File: src/rtl/bt_radio_ctrl_pkg.sv
// Shared types and constants for the radio control stage.
// Build option: BT_RADIO_CTRL_RAMP_EN adds the PA ramp-down state.
package bt_radio_ctrl_pkg;

  localparam int MAX_FK_DEF = 78;
  localparam int CNT_W      = 10;

  typedef enum logic [2:0] {
    ST_IDLE,
    ST_SETTLE,
    ST_LOCKED,
    ST_TX,
    ST_RX
`ifdef BT_RADIO_CTRL_RAMP_EN
    , ST_RAMPDN
`endif
  } state_t;

endpackage

File: src/rtl/bt_radio_ctrl_if.sv
// Link-controller <-> radio-control signal bundle.
// The master side is the link controller; the slave side is bt_radio_ctrl.
interface bt_radio_ctrl_if;
  import bt_radio_ctrl_pkg::*;

  logic             p_1us;
  logic [CNT_W-1:0] regi_pllsetuptime;
  logic             loadfreq_p;
  logic [6:0]       lc_fk;
  logic             txen;
  logic             rxen;
  logic             txbitin;
  logic             rxbitin;

  logic [6:0]       synth_fk;
  logic             synth_load_p;
  logic             pll_lock;
  logic             pa_en;
  logic             lna_en;
  logic             txbitout;
  logic             rxbitout;
  logic             ctrl_err;

  modport master (
    output p_1us, regi_pllsetuptime, loadfreq_p, lc_fk, txen, rxen, txbitin, rxbitin,
    input  synth_fk, synth_load_p, pll_lock, pa_en, lna_en, txbitout, rxbitout, ctrl_err
  );

  modport slave (
    input  p_1us, regi_pllsetuptime, loadfreq_p, lc_fk, txen, rxen, txbitin, rxbitin,
    output synth_fk, synth_load_p, pll_lock, pa_en, lna_en, txbitout, rxbitout, ctrl_err
  );

endinterface

File: src/rtl/bt_radio_us_timer.sv
// Microsecond down-counter shared by PLL settle and PA ramp-down.
// o_done is combinational so the FSM can act on the same edge as the final strobe.
module bt_radio_us_timer
  import bt_radio_ctrl_pkg::*;
(
  input  logic             clk_6M,
  input  logic             rstz,
  input  logic             i_load,
  input  logic [CNT_W-1:0] i_load_val,
  input  logic             i_tick,
  output logic             o_done
);

  logic [CNT_W-1:0] r_cnt;

  // A load wins over a coincident strobe, so that strobe is never counted.
  always_ff @(posedge clk_6M or negedge rstz) begin
    if (!rstz) begin
      r_cnt <= '0;
    end else if (i_load) begin
      r_cnt <= i_load_val;
    end else if (i_tick && (r_cnt != '0)) begin
      r_cnt <= r_cnt - 1'b1;
    end
  end

  // Expired already (zero load) or expiring on this strobe.
  assign o_done = !i_load && ((r_cnt == '0) || ((r_cnt == CNT_W'(1)) && i_tick));

endmodule

File: src/rtl/bt_radio_ctrl.sv
// Radio control stage: synthesiser load, PLL settle timing and PA/LNA/bit gating.
// Build option: BT_RADIO_CTRL_RAMP_EN holds the PA on for RAMP_US us after each TX window.
module bt_radio_ctrl
  import bt_radio_ctrl_pkg::*;
#(
  parameter int MAX_FK  = MAX_FK_DEF,
  parameter int RAMP_US = 3
) (
  input  logic            clk_6M,
  input  logic            rstz,
  bt_radio_ctrl_if.slave  bus
);

  localparam logic [6:0] LP_MAX_FK = 7'(MAX_FK);

  state_t           r_state;
  logic [6:0]       r_synth_fk;
  logic             r_synth_load_p;
  logic             r_pll_lock;
  logic             r_pa_en;
  logic             r_lna_en;
  logic             r_txbitout;
  logic             r_rxbitout;
  logic             r_ctrl_err;

  logic             w_load_ok;
  logic             w_tmr_load;
  logic [CNT_W-1:0] w_tmr_val;
  logic             w_tmr_done;

  assign w_load_ok = bus.loadfreq_p && (bus.lc_fk <= LP_MAX_FK);

`ifdef BT_RADIO_CTRL_RAMP_EN
  assign w_tmr_load = w_load_ok || ((r_state == ST_TX) && !bus.txen);
`else
  assign w_tmr_load = w_load_ok;
`endif
  assign w_tmr_val = w_load_ok ? bus.regi_pllsetuptime : CNT_W'(RAMP_US);

  bt_radio_us_timer u_timer (
    .clk_6M     (clk_6M),
    .rstz       (rstz),
    .i_load     (w_tmr_load),
    .i_load_val (w_tmr_val),
    .i_tick     (bus.p_1us),
    .o_done     (w_tmr_done)
  );

  always_ff @(posedge clk_6M or negedge rstz) begin
    if (!rstz) begin
      r_state        <= ST_IDLE;
      r_synth_fk     <= '0;
      r_synth_load_p <= 1'b0;
      r_pll_lock     <= 1'b0;
      r_pa_en        <= 1'b0;
      r_lna_en       <= 1'b0;
      r_txbitout     <= 1'b0;
      r_rxbitout     <= 1'b0;
      r_ctrl_err     <= 1'b0;
    end else begin
      r_synth_load_p <= 1'b0;
      if (w_load_ok) begin
        // Legal retune from any state; an open TX/RX window is aborted.
        r_synth_fk     <= bus.lc_fk;
        r_synth_load_p <= 1'b1;
        r_pll_lock     <= 1'b0;
        r_pa_en        <= 1'b0;
        r_lna_en       <= 1'b0;
        r_txbitout     <= 1'b0;
        r_rxbitout     <= 1'b0;
        r_state        <= ST_SETTLE;
        if ((r_state == ST_TX) || (r_state == ST_RX)) begin
          r_ctrl_err <= 1'b1;
        end
      end else begin
        if (bus.loadfreq_p) begin
          r_ctrl_err <= 1'b1;
        end
        case (r_state)
          ST_IDLE, ST_SETTLE: begin
            if (bus.txen || bus.rxen) begin
              r_ctrl_err <= 1'b1;
            end
            if ((r_state == ST_SETTLE) && w_tmr_done) begin
              r_pll_lock <= 1'b1;
              r_state    <= ST_LOCKED;
            end
          end
          ST_LOCKED: begin
            if (bus.txen) begin
              r_pa_en    <= 1'b1;
              r_txbitout <= bus.txbitin;
              r_state    <= ST_TX;
              if (bus.rxen) begin
                r_ctrl_err <= 1'b1;
              end
            end else if (bus.rxen) begin
              r_lna_en   <= 1'b1;
              r_rxbitout <= bus.rxbitin;
              r_state    <= ST_RX;
            end
          end
          ST_TX: begin
            if (bus.txen) begin
              r_txbitout <= bus.txbitin;
            end else begin
              r_txbitout <= 1'b0;
`ifdef BT_RADIO_CTRL_RAMP_EN
              r_state    <= ST_RAMPDN;
`else
              r_pa_en    <= 1'b0;
              r_state    <= ST_LOCKED;
`endif
            end
          end
          ST_RX: begin
            if (bus.rxen) begin
              r_rxbitout <= bus.rxbitin;
            end else begin
              r_rxbitout <= 1'b0;
              r_lna_en   <= 1'b0;
              r_state    <= ST_LOCKED;
            end
          end
`ifdef BT_RADIO_CTRL_RAMP_EN
          // PA stays on with a silent bit stream; rxen waits for LOCKED.
          ST_RAMPDN: begin
            r_txbitout <= 1'b0;
            if (w_tmr_done) begin
              r_pa_en <= 1'b0;
              r_state <= ST_LOCKED;
            end
          end
`endif
          default: begin
            r_state <= ST_IDLE;
          end
        endcase
      end
    end
  end

  assign bus.synth_fk     = r_synth_fk;
  assign bus.synth_load_p = r_synth_load_p;
  assign bus.pll_lock     = r_pll_lock;
  assign bus.pa_en        = r_pa_en;
  assign bus.lna_en       = r_lna_en;
  assign bus.txbitout     = r_txbitout;
  assign bus.rxbitout     = r_rxbitout;
  assign bus.ctrl_err     = r_ctrl_err;

endmodule
File: src/flat_wrapper.sv
// flat-port wrapper written by rule: the top's interface ports become plain ports
module bt_radio_ctrl_flat import bt_radio_ctrl_pkg::*;
#(
  parameter int MAX_FK  = MAX_FK_DEF,
  parameter int RAMP_US = 3
)
  (clk_6M, rstz, bus_p_1us, bus_regi_pllsetuptime, bus_loadfreq_p, bus_lc_fk, bus_txen, bus_rxen, bus_txbitin, bus_rxbitin, bus_synth_fk, bus_synth_load_p, bus_pll_lock, bus_pa_en, bus_lna_en, bus_txbitout, bus_rxbitout, bus_ctrl_err);
  bt_radio_ctrl_if bus_i ();
  input  logic clk_6M;
  input  logic rstz;
  input wire logic [$bits(bus_i.p_1us)-1:0] bus_p_1us;
  input wire logic [$bits(bus_i.regi_pllsetuptime)-1:0] bus_regi_pllsetuptime;
  input wire logic [$bits(bus_i.loadfreq_p)-1:0] bus_loadfreq_p;
  input wire logic [$bits(bus_i.lc_fk)-1:0] bus_lc_fk;
  input wire logic [$bits(bus_i.txen)-1:0] bus_txen;
  input wire logic [$bits(bus_i.rxen)-1:0] bus_rxen;
  input wire logic [$bits(bus_i.txbitin)-1:0] bus_txbitin;
  input wire logic [$bits(bus_i.rxbitin)-1:0] bus_rxbitin;
  output wire logic [$bits(bus_i.synth_fk)-1:0] bus_synth_fk;
  output wire logic [$bits(bus_i.synth_load_p)-1:0] bus_synth_load_p;
  output wire logic [$bits(bus_i.pll_lock)-1:0] bus_pll_lock;
  output wire logic [$bits(bus_i.pa_en)-1:0] bus_pa_en;
  output wire logic [$bits(bus_i.lna_en)-1:0] bus_lna_en;
  output wire logic [$bits(bus_i.txbitout)-1:0] bus_txbitout;
  output wire logic [$bits(bus_i.rxbitout)-1:0] bus_rxbitout;
  output wire logic [$bits(bus_i.ctrl_err)-1:0] bus_ctrl_err;
  assign bus_i.p_1us = bus_p_1us;
  assign bus_i.regi_pllsetuptime = bus_regi_pllsetuptime;
  assign bus_i.loadfreq_p = bus_loadfreq_p;
  assign bus_i.lc_fk = bus_lc_fk;
  assign bus_i.txen = bus_txen;
  assign bus_i.rxen = bus_rxen;
  assign bus_i.txbitin = bus_txbitin;
  assign bus_i.rxbitin = bus_rxbitin;
  assign bus_synth_fk = bus_i.synth_fk;
  assign bus_synth_load_p = bus_i.synth_load_p;
  assign bus_pll_lock = bus_i.pll_lock;
  assign bus_pa_en = bus_i.pa_en;
  assign bus_lna_en = bus_i.lna_en;
  assign bus_txbitout = bus_i.txbitout;
  assign bus_rxbitout = bus_i.rxbitout;
  assign bus_ctrl_err = bus_i.ctrl_err;
  bt_radio_ctrl #(.MAX_FK(MAX_FK), .RAMP_US(RAMP_US)) u_core (.clk_6M(clk_6M), .rstz(rstz), .bus(bus_i));
endmodule
File: config.mk
export PLATFORM = sky130hd
export DESIGN_NAME = bt_radio_ctrl_flat
export DESIGN_NICKNAME = d
export VERILOG_FILES = /design/src/rtl/bt_radio_ctrl_pkg.sv /design/src/rtl/bt_radio_ctrl_if.sv /design/src/rtl/bt_radio_us_timer.sv /design/src/rtl/bt_radio_ctrl.sv /design/src/flat_wrapper.sv
export SDC_FILE = /design/constraint.sdc
export NUM_CORES = 1
export LEC_CHECK = 0
export BUFFER_PORTS_ARGS = -buffer_cell sky130_fd_sc_hd__buf_2
export CORE_MARGIN = 2
export CORE_UTILIZATION = 35
export CTS_BUF_LIST = sky130_fd_sc_hd__clkbuf_16
export DETAILED_ROUTE_END_ITERATION = 10
export PLACE_DENSITY_LB_ADDON = 0.3
export SYNTH_ARGS = -nofsm -noshare
export SYNTH_HDL_FRONTEND = slang
export SYNTH_HIERARCHICAL = 1
export SYNTH_SLANG_ARGS = --single-unit
File: constraint.sdc
create_clock -name clk_6M -period 1.8 [get_ports clk_6M]
set_input_delay 0.09 -clock clk_6M [delete_from_list [all_inputs] [get_ports clk_6M]]
set_output_delay 0.09 -clock clk_6M [all_outputs]
set_load 0.01 [all_outputs]
==> results of run 1 <==
==> registers in the layout, indices dropped and copies added, names as in the netlist <==
name / flops
u_core/r_state: 3
u_core/bus.pa_en: 1
u_core/u_timer/r_cnt: 10
u_core/bus.txbitout: 1
u_core/bus.rxbitout: 1
u_core/bus.ctrl_err: 1
u_core/bus.synth_fk: 7
u_core/bus.pll_lock: 1
u_core/bus.synth_load_p: 1
u_core/bus.lna_en: 1
==> per-stage QoR <==
step / instance area [um^2] / power, mW
floorplan: 1570 / 1.21
global placement: 1920 / 1.45
detailed placement: 1920 / 1.46
CTS: 2030 / 2.02
global route: 2100 / 2.20
finish: 2100 / 2.06
==> timing repair <==
item,CTS,global route
resized for setup,2,8
pin swaps,0,2
gates cloned,0,0
setup endpoints to repair,4,8
hold buffers,1,0
setup buffers,2,3
endpoints found under the hold margin,27,0
==> final timing paths <==
path                                                startpoint                             endpoint  slack [ps]
max                        u_core/u_timer/r_cnt[0]$_DFFE_PN0P_        u_core/r_state[1]$_DFFE_PN0P_          70
min                                               bus_lc_fk[2]   u_core/bus.synth_fk[2]$_DFFE_PN0N_          70
max reg2reg                u_core/u_timer/r_cnt[0]$_DFFE_PN0P_        u_core/r_state[1]$_DFFE_PN0P_          70
min reg2reg                 u_core/bus.synth_fk[6]$_DFFE_PN0N_   u_core/bus.synth_fk[6]$_DFFE_PN0N_         500
max in group asynchronous                                 rstz  u_core/u_timer/r_cnt[2]$_DFFE_PN0P_         990
min in group asynchronous                                 rstz  u_core/u_timer/r_cnt[0]$_DFFE_PN0P_         370
==> cell usage after synthesis, drive strengths merged (3+ instances only) <==
cell type  count
mux2           4
inv            6
o31ai          3
nand2b         6
o21a           5
buf            3
dfrtp         27
o21ai         12
clkbuf         4
a31oi          5
nor2b          4
a21oi         10
and3          10
nand2         13
nor2          18
nor3           5
==> worst register-to-register path: stages, from the launching register on <==
cell	delay, ps
dfrtp_1	400
buf_4	140
buf_4	120
ha_1	190
a21oi_1	170
nor4b_2	70
buf_4	140
o21ai_0	140
a21oi_1	80
o21a_1	190
==> placed cells by master, fill, tap and decap left out, types with 3 or more instances in the layout <==
master,instances
and3_2,10
nand2_1,12
nor3_1,4
a21oi_1,10
clkbuf_16,3
buf_4,22
buf_2,38
nand2b_1,5
o21a_1,5
a31oi_1,5
dfrtp_1,26
nor2b_1,4
inv_1,4
o21ai_0,11
nor2_1,18
mux2_4,4
==> area by class of cell <==
type	count	area [um^2]	share of cell area
clock inverters	1	7.51	0.00358
inverters	6	22.5	0.0107
well taps	52	65.1	0.0310
repair buffers	61	365	0.174
multi-input cells	126	886	0.422
clock buffers	3	75.1	0.0358
flip-flops and latches	27	677	0.323
==> cells by family after synthesis <==
| family | count (synthesis) | share of synthesized area |
|---|---|---|
| and+or+nand+nor | 71 | 0.266 |
| AOI/OAI and AO/OA | 46 | 0.198 |
| DFF | 27 | 0.431 |
| buffers and inverters | 13 | 0.0335 |
| muxes | 5 | 0.0447 |
| xor gates and xnor gates | 2 | 0.0112 |
| adders and majority gates | 2 | 0.0160 |
==> power by group <==
group	internal (mW)	switching [mW]	leakage [nW]	total (mW)
Clock	0.302	0.221	0.0371	0.523
Combinational	0.368	0.335	0.604	0.703
Sequential	0.714	0.122	0.332	0.836
==> metal layers <==
metal  vias to the layer above  share of wire  track usage
met5                         -              0            0
met4                         0              0       0.0231
met3                         0          0.048       0.0356
met2                        36           0.49        0.258
met1                       672           0.47        0.217
li1                        722              -            -
==> reports/results.tsv, run 1 <==
stage	metric	value	unit
synthesis	synth_fp_nets	193	
worst_hold_path	whs_path_depth	2	
clocking	cts_buffers	3	
timing	setup_viol	0	
floorplanning	dieWidth	70.9	um
pwr	max-vdd-ir-drop	611	uV
timing	finalHoldViolations	0	
drt	routedWlPerCell	14.0	um
critical_path	cp_max_fo	3	
clocking	ctsRootBufferMaster	clkbuf_16	
synthesis	async_reset_ff_frac	1.00	
global_routing	grt_use_total	0.157	
synthesis	netlist_instances	166	
critical_path	path_class	reg -> reg	
place	place_ws	-49.0	ps
clocking	clk_pin_slew	70	ps
synthesis	ys_ff_latch	27	
final_layout	post-route-util	0.485	
drt	drtAntennaViolNets	0	
global_routing	antenna_found_initial	0	
critical_path	cp_num_cells	9	
critical_path	required	1960	ps
synthesis	postSynthAreaPerCell	9.44	um^2
worst_hold_path	hold_class	in -> reg	
critical_path	cp.arrival	1890	ps
clocking	clkSinkCount	27	
global_routing	grt_max_degree	28	
clocking	clk_path_buf_depth	2	
clocking	h-tree-depth	1	
timing	max_freq	0.578	GHz
timing	fin_ws	70.7	ps
critical_path	cpMaxStageDelayCell	dfrtp_1	
place	port_buffers	38	
drt	routed_wl	3860	um
floorplanning	start_util	0.363	
critical_path	path_cells	buf_4 > buf_4 > ha_1 > a21oi_1 > nor4b_2 > buf_4 > o21ai_0 > a21oi_1 > o21a_1	
synthesis	synth_top_area_cell	dfrtp_1	
synthesis	ys_seq_area_frac	0.431	
synthesis	synthFlopType	dfrtp_1	
drt	drt-pass1-iter-count	4	
timing	min_period	1730	ps
global_routing	first_global_vias	1371	
timing	skew	2.27	ps
final_layout	area_growth_syn_to_layout	33.8	%
synthesis	yosysUniqueCellTypes	45	
critical_path	critical-path-max-stage-delay	400	ps
global_routing	overflow	0	
synthesis	post-synth-top-area-fraction	0.431	
final_layout	fin_nets	252	
timing	finalCritPeriodShare	0.961	
synthesis	synth_edf_count	0	
drt	drtIter0Drc	47	
timing	finalSetupTns	0	ps
pwr	power.static_leakage	0.973	nW
synthesis	synth_warnings	6	
critical_path	crit_family	compound AO/OA/AOI/OAI gates	
final_layout	drive_above_1_share	0.420	
pwr	p_per_area	983	nW/um^2
final_layout	fillerInstances	440	
synthesis	mappedNetlistArea	1570	um^2
global_routing	grt_first_pass_wirelength	6350	um
timing	worst_pin_slew	618	ps
drt	drc_errors	0	
place	hpwl	2740	um
drt	vias	1430	
place	gp_congestion	0.815	
floorplanning	row_count	24	
final_layout	final_cells	276	
place	dp_cells	266	
clocking	insertion_delay	260	ps
critical_path	cpMostUsedCell	buf_4	
critical_path	end_kind	flip-flop	
outcome	outcome	finished, final reports clean	
critical_path	cp_num_buf_inv	3	
floorplanning	core_area	4320	um^2
job	cap_violations	0	
synthesis	synth_area_leaders	dfrtp_1 (43%), and3_2 (4.3%), nor2_1 (4.3%)	
floorplanning	ios	39	
final_layout	diodes	0	
timing	slew_viol_final	0	
timing	fin_hold_ws	70.2	ps
floorplanning	die_height	70.9	um
critical_path	crit_path_start_kind	flip-flop	
clocking	cts_tree	built	
floorplanning	die-area	5030	um^2
drt	vias_per_cell	5.18	
timing	slew_headroom	0.588	
critical_path	worst_r2r_path_depth	9	
No activity file was read; power rests on OpenSTA's default activity.
==> run 2, diff against run 1 <==
Clock period 1.8 ns to 2.2 ns, I/O delays scaled along.
==> reports/results.tsv, run 2 (synthesis results as in run 1) <==
stage	metric	value	unit	change
pwr	p_per_area	811	nW/um^2	was 983 nW/um^2
timing	grt_setup_unrepaired	no		
clocking	insertion_delay	260	ps	about the same
global_routing	top_usage_layer	met2		unchanged
final_layout	area_growth_syn_to_layout	22.2	%	was 33.8%
timing	max_freq	0.516	GHz	was 0.578 GHz
final_layout	final_cells	258		was 276
timing	min_period	1940	ps	was 1730 ps
final_layout	fillerInstances	439		was 440
floorplanning	row_count	24		unchanged
pwr	p_total	1.55	mW	was 2.06 mW
final_layout	diodes	0		unchanged
clocking	cts_setup_buffers	0		was 2
clocking	clkSinkCount	27		unchanged
global_routing	use_met1	0.205		was 0.217
global_routing	grt_max_degree	28		unchanged
global_routing	first_global_vias	1298		was 1371
global_routing	antenna_found_initial	0		unchanged
floorplanning	dieWidth	70.9	um	unchanged
drt	vias_per_cell	5.33		was 5.18
global_routing	grtUsageMet2	0.228		was 0.258
place	hpwl	2520	um	was 2740 um
clocking	cts.repair.resized	0		was 2
global_routing	met3_usage	0.0399		was 0.0356
clocking	ctsRootBufferMaster	clkbuf_16		unchanged
timing	slew_headroom	0.593		was 0.588
floorplanning	core_area	4320	um^2	unchanged
final_layout	post-route-util	0.443		was 0.485
timing	finalHoldViolations	0		unchanged
drt	routedWlPerCell	13.4	um	was 14.0 um
drt	drt-pass1-iter-count	4		unchanged
final_layout	fin_nets	234		was 252
timing	finalCritPeriodShare	0.881		was 0.961
final_layout	final_cell_mix	buf_2 (38), dfrtp_1 (27), nor2_1 (18), nand2_1 (12), o21ai_0 (11)		was buf_2 (38), dfrtp_1 (26), buf_4 (22), nor2_1 (18), nand2_1 (12)
floorplanning	die-area	5030	um^2	unchanged
timing	fin_ws	262	ps	was 70.7 ps
clocking	cts_tree	built		unchanged
place	place_area	1820	um^2	was 1920 um^2
outcome	outcome	finished, final reports clean		unchanged
clocking	ctsHoldBuffers	1		unchanged
critical_path	crit_path_start_kind	flip-flop		unchanged
floorplanning	die_height	70.9	um	unchanged
final_layout	post-route-cell-area	1920	um^2	was 2100 um^2
place	port_buffers	38		unchanged
place	gp_congestion	0.933		was 0.815
pwr	max-vdd-ir-drop	443	uV	was 611 uV
place	dp_cells	253		was 266
pwr	power.static_leakage	0.885	nW	was 0.973 nW
clocking	cts_buffers	3		unchanged
critical_path	cp_max_fo	6		was 3
critical_path	required	2340	ps	was 1960 ps
worst_hold_path	hold_class	in -> reg		unchanged
timing	slew_viol_final	0		unchanged
drt	drtIter0Drc	172		was 47
global_routing	grt_use_total	0.147		was 0.157
drt	vias	1376		was 1430
final_layout	regMostFlops	u_core/u_timer/r_cnt		unchanged
timing	fin_hold_ws	90.4	ps	was 70.2 ps
floorplanning	ios	39		unchanged
clocking	clk_pin_slew	70	ps	about the same
final_layout	largest_reg_flops	10		unchanged
timing	worst_pin_slew	611	ps	was 618 ps
timing	setup_viol	0		unchanged
timing	skew	4.62	ps	was 2.27 ps
timing	finalSetupTns	0	ps	unchanged
final_layout	drive_above_1_share	0.330		was 0.420
clocking	clk_path_buf_depth	2		unchanged
global_routing	overflow	0		unchanged
job	cap_violations	0		unchanged
floorplanning	start_util	0.363		unchanged
clocking	h-tree-depth	1		unchanged
place	place_ws	263	ps	was -49.0 ps
critical_path	cp.arrival	2080	ps	was 1890 ps
global_routing	grt_first_pass_wirelength	5980	um	was 6350 um
critical_path	end_kind	flip-flop		unchanged
drt	routed_wl	3460	um	was 3860 um
final_layout	mostFrequentLayoutCell	buf_2		unchanged
drt	drtAntennaViolNets	0		unchanged
drt	drc_errors	0		unchanged
critical_path	path_class	reg -> reg		unchanged
-- run 2: path summary, 6_finish.rpt --
path | endpoint | depth (start not counted) | slack, ps | startpoint
min in group asynchronous | u_core/u_timer/r_cnt[2]$_DFFE_PN0P_ | 2 | 390 | rstz
max in group asynchronous | u_core/u_timer/r_cnt[6]$_DFFE_PN0P_ | 2 | 1410 | rstz
setup / recovery | u_core/u_timer/r_cnt[9]$_DFFE_PN0P_ | 6 | 260 | u_core/u_timer/r_cnt[0]$_DFFE_PN0P_
hold reg to reg | u_core/bus.pll_lock$_DFFE_PN0P_ | 2 | 500 | u_core/bus.pll_lock$_DFFE_PN0P_
hold / removal | u_core/bus.synth_fk[0]$_DFFE_PN0N_ | 2 | 90 | bus_lc_fk[0]
setup reg to reg | u_core/u_timer/r_cnt[9]$_DFFE_PN0P_ | 6 | 260 | u_core/u_timer/r_cnt[0]$_DFFE_PN0P_
-- run 2: area by class of cell --
cell class | instances | area, um^2 | share of cell area
timing repair buffer | 43 | 230 | 0.120
clock inverter | 1 | 7.51 | 0.00392
inverter | 6 | 22.5 | 0.0118
multi-input combinational | 126 | 840 | 0.438
tap | 52 | 65.1 | 0.0340
sequential | 27 | 676 | 0.353
clock buffer | 3 | 75.1 | 0.0392
-- run 2: layer usage --
| metal | wire (um) | up-vias |
|---|---|---|
| li1 | - | 682 |
| met1 | 1630 | 630 |
| met2 | 1530 | 57 |
| met3 | 243 | 7 |
| met4 | 50 | 0 |
| met5 | 0 | - |
-- run 2: worst max-delay path, cell delays in order (launching register included) --
cell	delay [ps]
dfrtp_1	420
inv_1	70
ha_1	220
nor4b_1	360
and3_1	330
nor4_1	80
or3_1	340
-- run 2: report_power, final --
group | internal [mW] | switching, mW
Sequential | 0.584 | 0.109
Combinational | 0.219 | 0.221
Clock | 0.247 | 0.175
==> run 3, diff against run 2 <==
Settings changed: BUFFER_PORTS_ARGS -buffer_cell sky130_fd_sc_hd__buf_2 to -buffer_cell sky130_fd_sc_hd__buf_4.
==> reports/results.tsv, run 3 (synthesis results as in run 1) <==
stage	metric	value	unit	change
floorplanning	die-area	5030	um^2	unchanged
final_layout	fillerInstances	445		was 439
clocking	clk_pin_slew	60	ps	was 70 ps
global_routing	overflow	0		unchanged
critical_path	critical-path-max-stage-delay	430	ps	was 420 ps
critical_path	crit_path_start_kind	flip-flop		unchanged
timing	worst_pin_slew	504	ps	was 611 ps
final_layout	regMostFlops	u_core/u_timer/r_cnt		unchanged
clocking	ctsRootBufferMaster	clkbuf_16		unchanged
clocking	cts_buffers	3		unchanged
drt	drc_errors	0		unchanged
critical_path	path_class	reg -> reg		unchanged
floorplanning	ios	39		unchanged
final_layout	mostFrequentLayoutCell	buf_4		was buf_2
clocking	h-tree-depth	1		unchanged
critical_path	required	2340	ps	about the same
place	hpwl	2700	um	was 2520 um
worst_hold_path	hold_class	in -> reg		unchanged
floorplanning	die_height	70.9	um	unchanged
floorplanning	start_util	0.363		unchanged
clocking	clk_path_buf_depth	2		unchanged
drt	routed_wl	3650	um	was 3460 um
critical_path	cp_max_fo	6		unchanged
final_layout	seq_area	676	um^2	unchanged
timing	finalSetupTns	0	ps	unchanged
timing	finalCritPeriodShare	0.876		was 0.881
global_routing	antenna_found_initial	0		unchanged
final_layout	final_cell_mix	buf_4 (42), dfrtp_1 (27), nor2_1 (18), nand2_1 (12), o21ai_0 (11)		was buf_2 (38), dfrtp_1 (27), nor2_1 (18), nand2_1 (12), o21ai_0 (11)
timing	setup_viol	0		unchanged
final_layout	multi_input_area	840	um^2	unchanged
global_routing	grt_use_total	0.151		was 0.147
critical_path	end_kind	flip-flop		unchanged
outcome	outcome	finished, final reports clean		unchanged
final_layout	area_growth_syn_to_layout	28.0	%	was 22.2%
critical_path	cpMaxStageDelayCell	dfrtp_1		unchanged
clocking	insertion_delay	260	ps	about the same
timing	grt_setup_unrepaired	no		unchanged
clocking	cts_setup_buffers	0		unchanged
drt	drtIter0Drc	146		was 172
critical_path	path_cells	inv_1 > ha_1 > nor4b_1 > and3_1 > nor4_1 > or3_1		unchanged
drt	drtAntennaViolNets	0		unchanged
critical_path	cp_num_buf_inv	1		unchanged
global_routing	first_global_vias	1377		was 1298
pwr	max-vdd-ir-drop	314	uV	was 443 uV
floorplanning	dieWidth	70.9	um	unchanged
pwr	power.static_leakage	0.917	nW	was 0.885 nW
final_layout	post-route-util	0.464		was 0.443
clocking	cts_tree	built		unchanged
final_layout	largest_reg_flops	10		unchanged
timing	slew_headroom	0.659		was 0.593
job	cap_violations	0		unchanged
place	gp_congestion	0.872		was 0.933
place	port_buffers	38		unchanged
critical_path	cp.arrival	2060	ps	was 2080 ps
drt	drt-pass1-iter-count	4		unchanged
timing	slew_viol_final	0		unchanged
drt	vias_per_cell	5.39		was 5.33
final_layout	fin_nets	234		unchanged
global_routing	grt_first_pass_wirelength	6220	um	was 5980 um
floorplanning	core_area	4320	um^2	unchanged
timing	min_period	1930	ps	was 1940 ps
pwr	p_per_area	784	nW/um^2	was 811 nW/um^2
global_routing	grt_max_degree	28		unchanged
drt	vias	1391		was 1376
timing	max_freq	0.519	GHz	was 0.516 GHz
final_layout	diodes	0		unchanged
clocking	clkSinkCount	27		unchanged
critical_path	crit_family	simple AND/OR/NAND/NOR gates		unchanged
floorplanning	row_count	24		unchanged
timing	skew	2.60	ps	was 4.62 ps
drt	routedWlPerCell	14.2	um	was 13.4 um
timing	finalHoldViolations	0		unchanged
final_layout	drive_above_1_share	0.325		was 0.330
run 3: cell types whose count changed in the layout (fill, tap and decap cells not counted), sizes merged:
cell      before  now
clkinvlp       1    0
inv            6    7
run 3: repair_timing:
action                     4_1_cts  5_1_grt
setup endpoints to repair        0        0
hold endpoints to repair        27        0
hold buffers                     1        0
resized for setup                0        0
run 3: routing by layer:
| metal | track usage | vias to the layer above | routed length, um |
|---|---|---|---|
| met5 | 0 | - | 0 |
| met4 | 0.0335 | 0 | 9 |
| met3 | 0.0356 | 2 | 232 |
| met2 | 0.246 | 48 | 1770 |
| met1 | 0.206 | 656 | 1640 |
| li1 | - | 685 | - |
run 3: metrics by stage:
stage	instance area (um^2)	total power [mW]	std cells	setup slack, ps	hold WS [ps]
2_1_floorplan	1570	0.991	166	406	-186
3_3_place_gp	1920	1.17	253	301	49.7
3_5_place_dp	1920	1.17	253	214	52.7
4_1_cts	2010	1.59	258	261	84.7
5_1_grt	2010	1.68	258	48.4	84.6
6_report	2010	1.57	258	273	89.1
run 3: path summary, 6_finish.rpt:
kind / startpoint / slack (ps) / to / depth (start not counted)
hold reg to reg: u_core/bus.synth_fk[3]$_DFFE_PN0N_ / 520 / u_core/bus.synth_fk[3]$_DFFE_PN0N_ / 1
min in group asynchronous: rstz / 300 / u_core/u_timer/r_cnt[1]$_DFFE_PN0P_ / 2
setup reg to reg: u_core/u_timer/r_cnt[0]$_DFFE_PN0P_ / 270 / u_core/u_timer/r_cnt[9]$_DFFE_PN0P_ / 6
hold / removal: bus_lc_fk[3] / 90 / u_core/bus.synth_fk[3]$_DFFE_PN0N_ / 2
max in group asynchronous: rstz / 1630 / u_core/bus.synth_fk[5]$_DFFE_PN0N_ / 2
setup / recovery: u_core/u_timer/r_cnt[0]$_DFFE_PN0P_ / 270 / u_core/u_timer/r_cnt[9]$_DFFE_PN0P_ / 6
run 3: cell type report:
cell class              instances  area share
clock buffers                   3      0.0374
flip-flops and latches         27       0.337
repair buffers                 43       0.162
clock inverters                 1     0.00187
multi-input cells             126       0.418
well taps                      52      0.0324
inverters                       6      0.0112
run 3: report_power, final:
group	switching, mW	total [mW]	internal (mW)	leakage [nW]
sequential	0.110	0.694	0.584	0.333
clock	0.162	0.406	0.243	0.0423
combinational	0.225	0.473	0.248	0.542
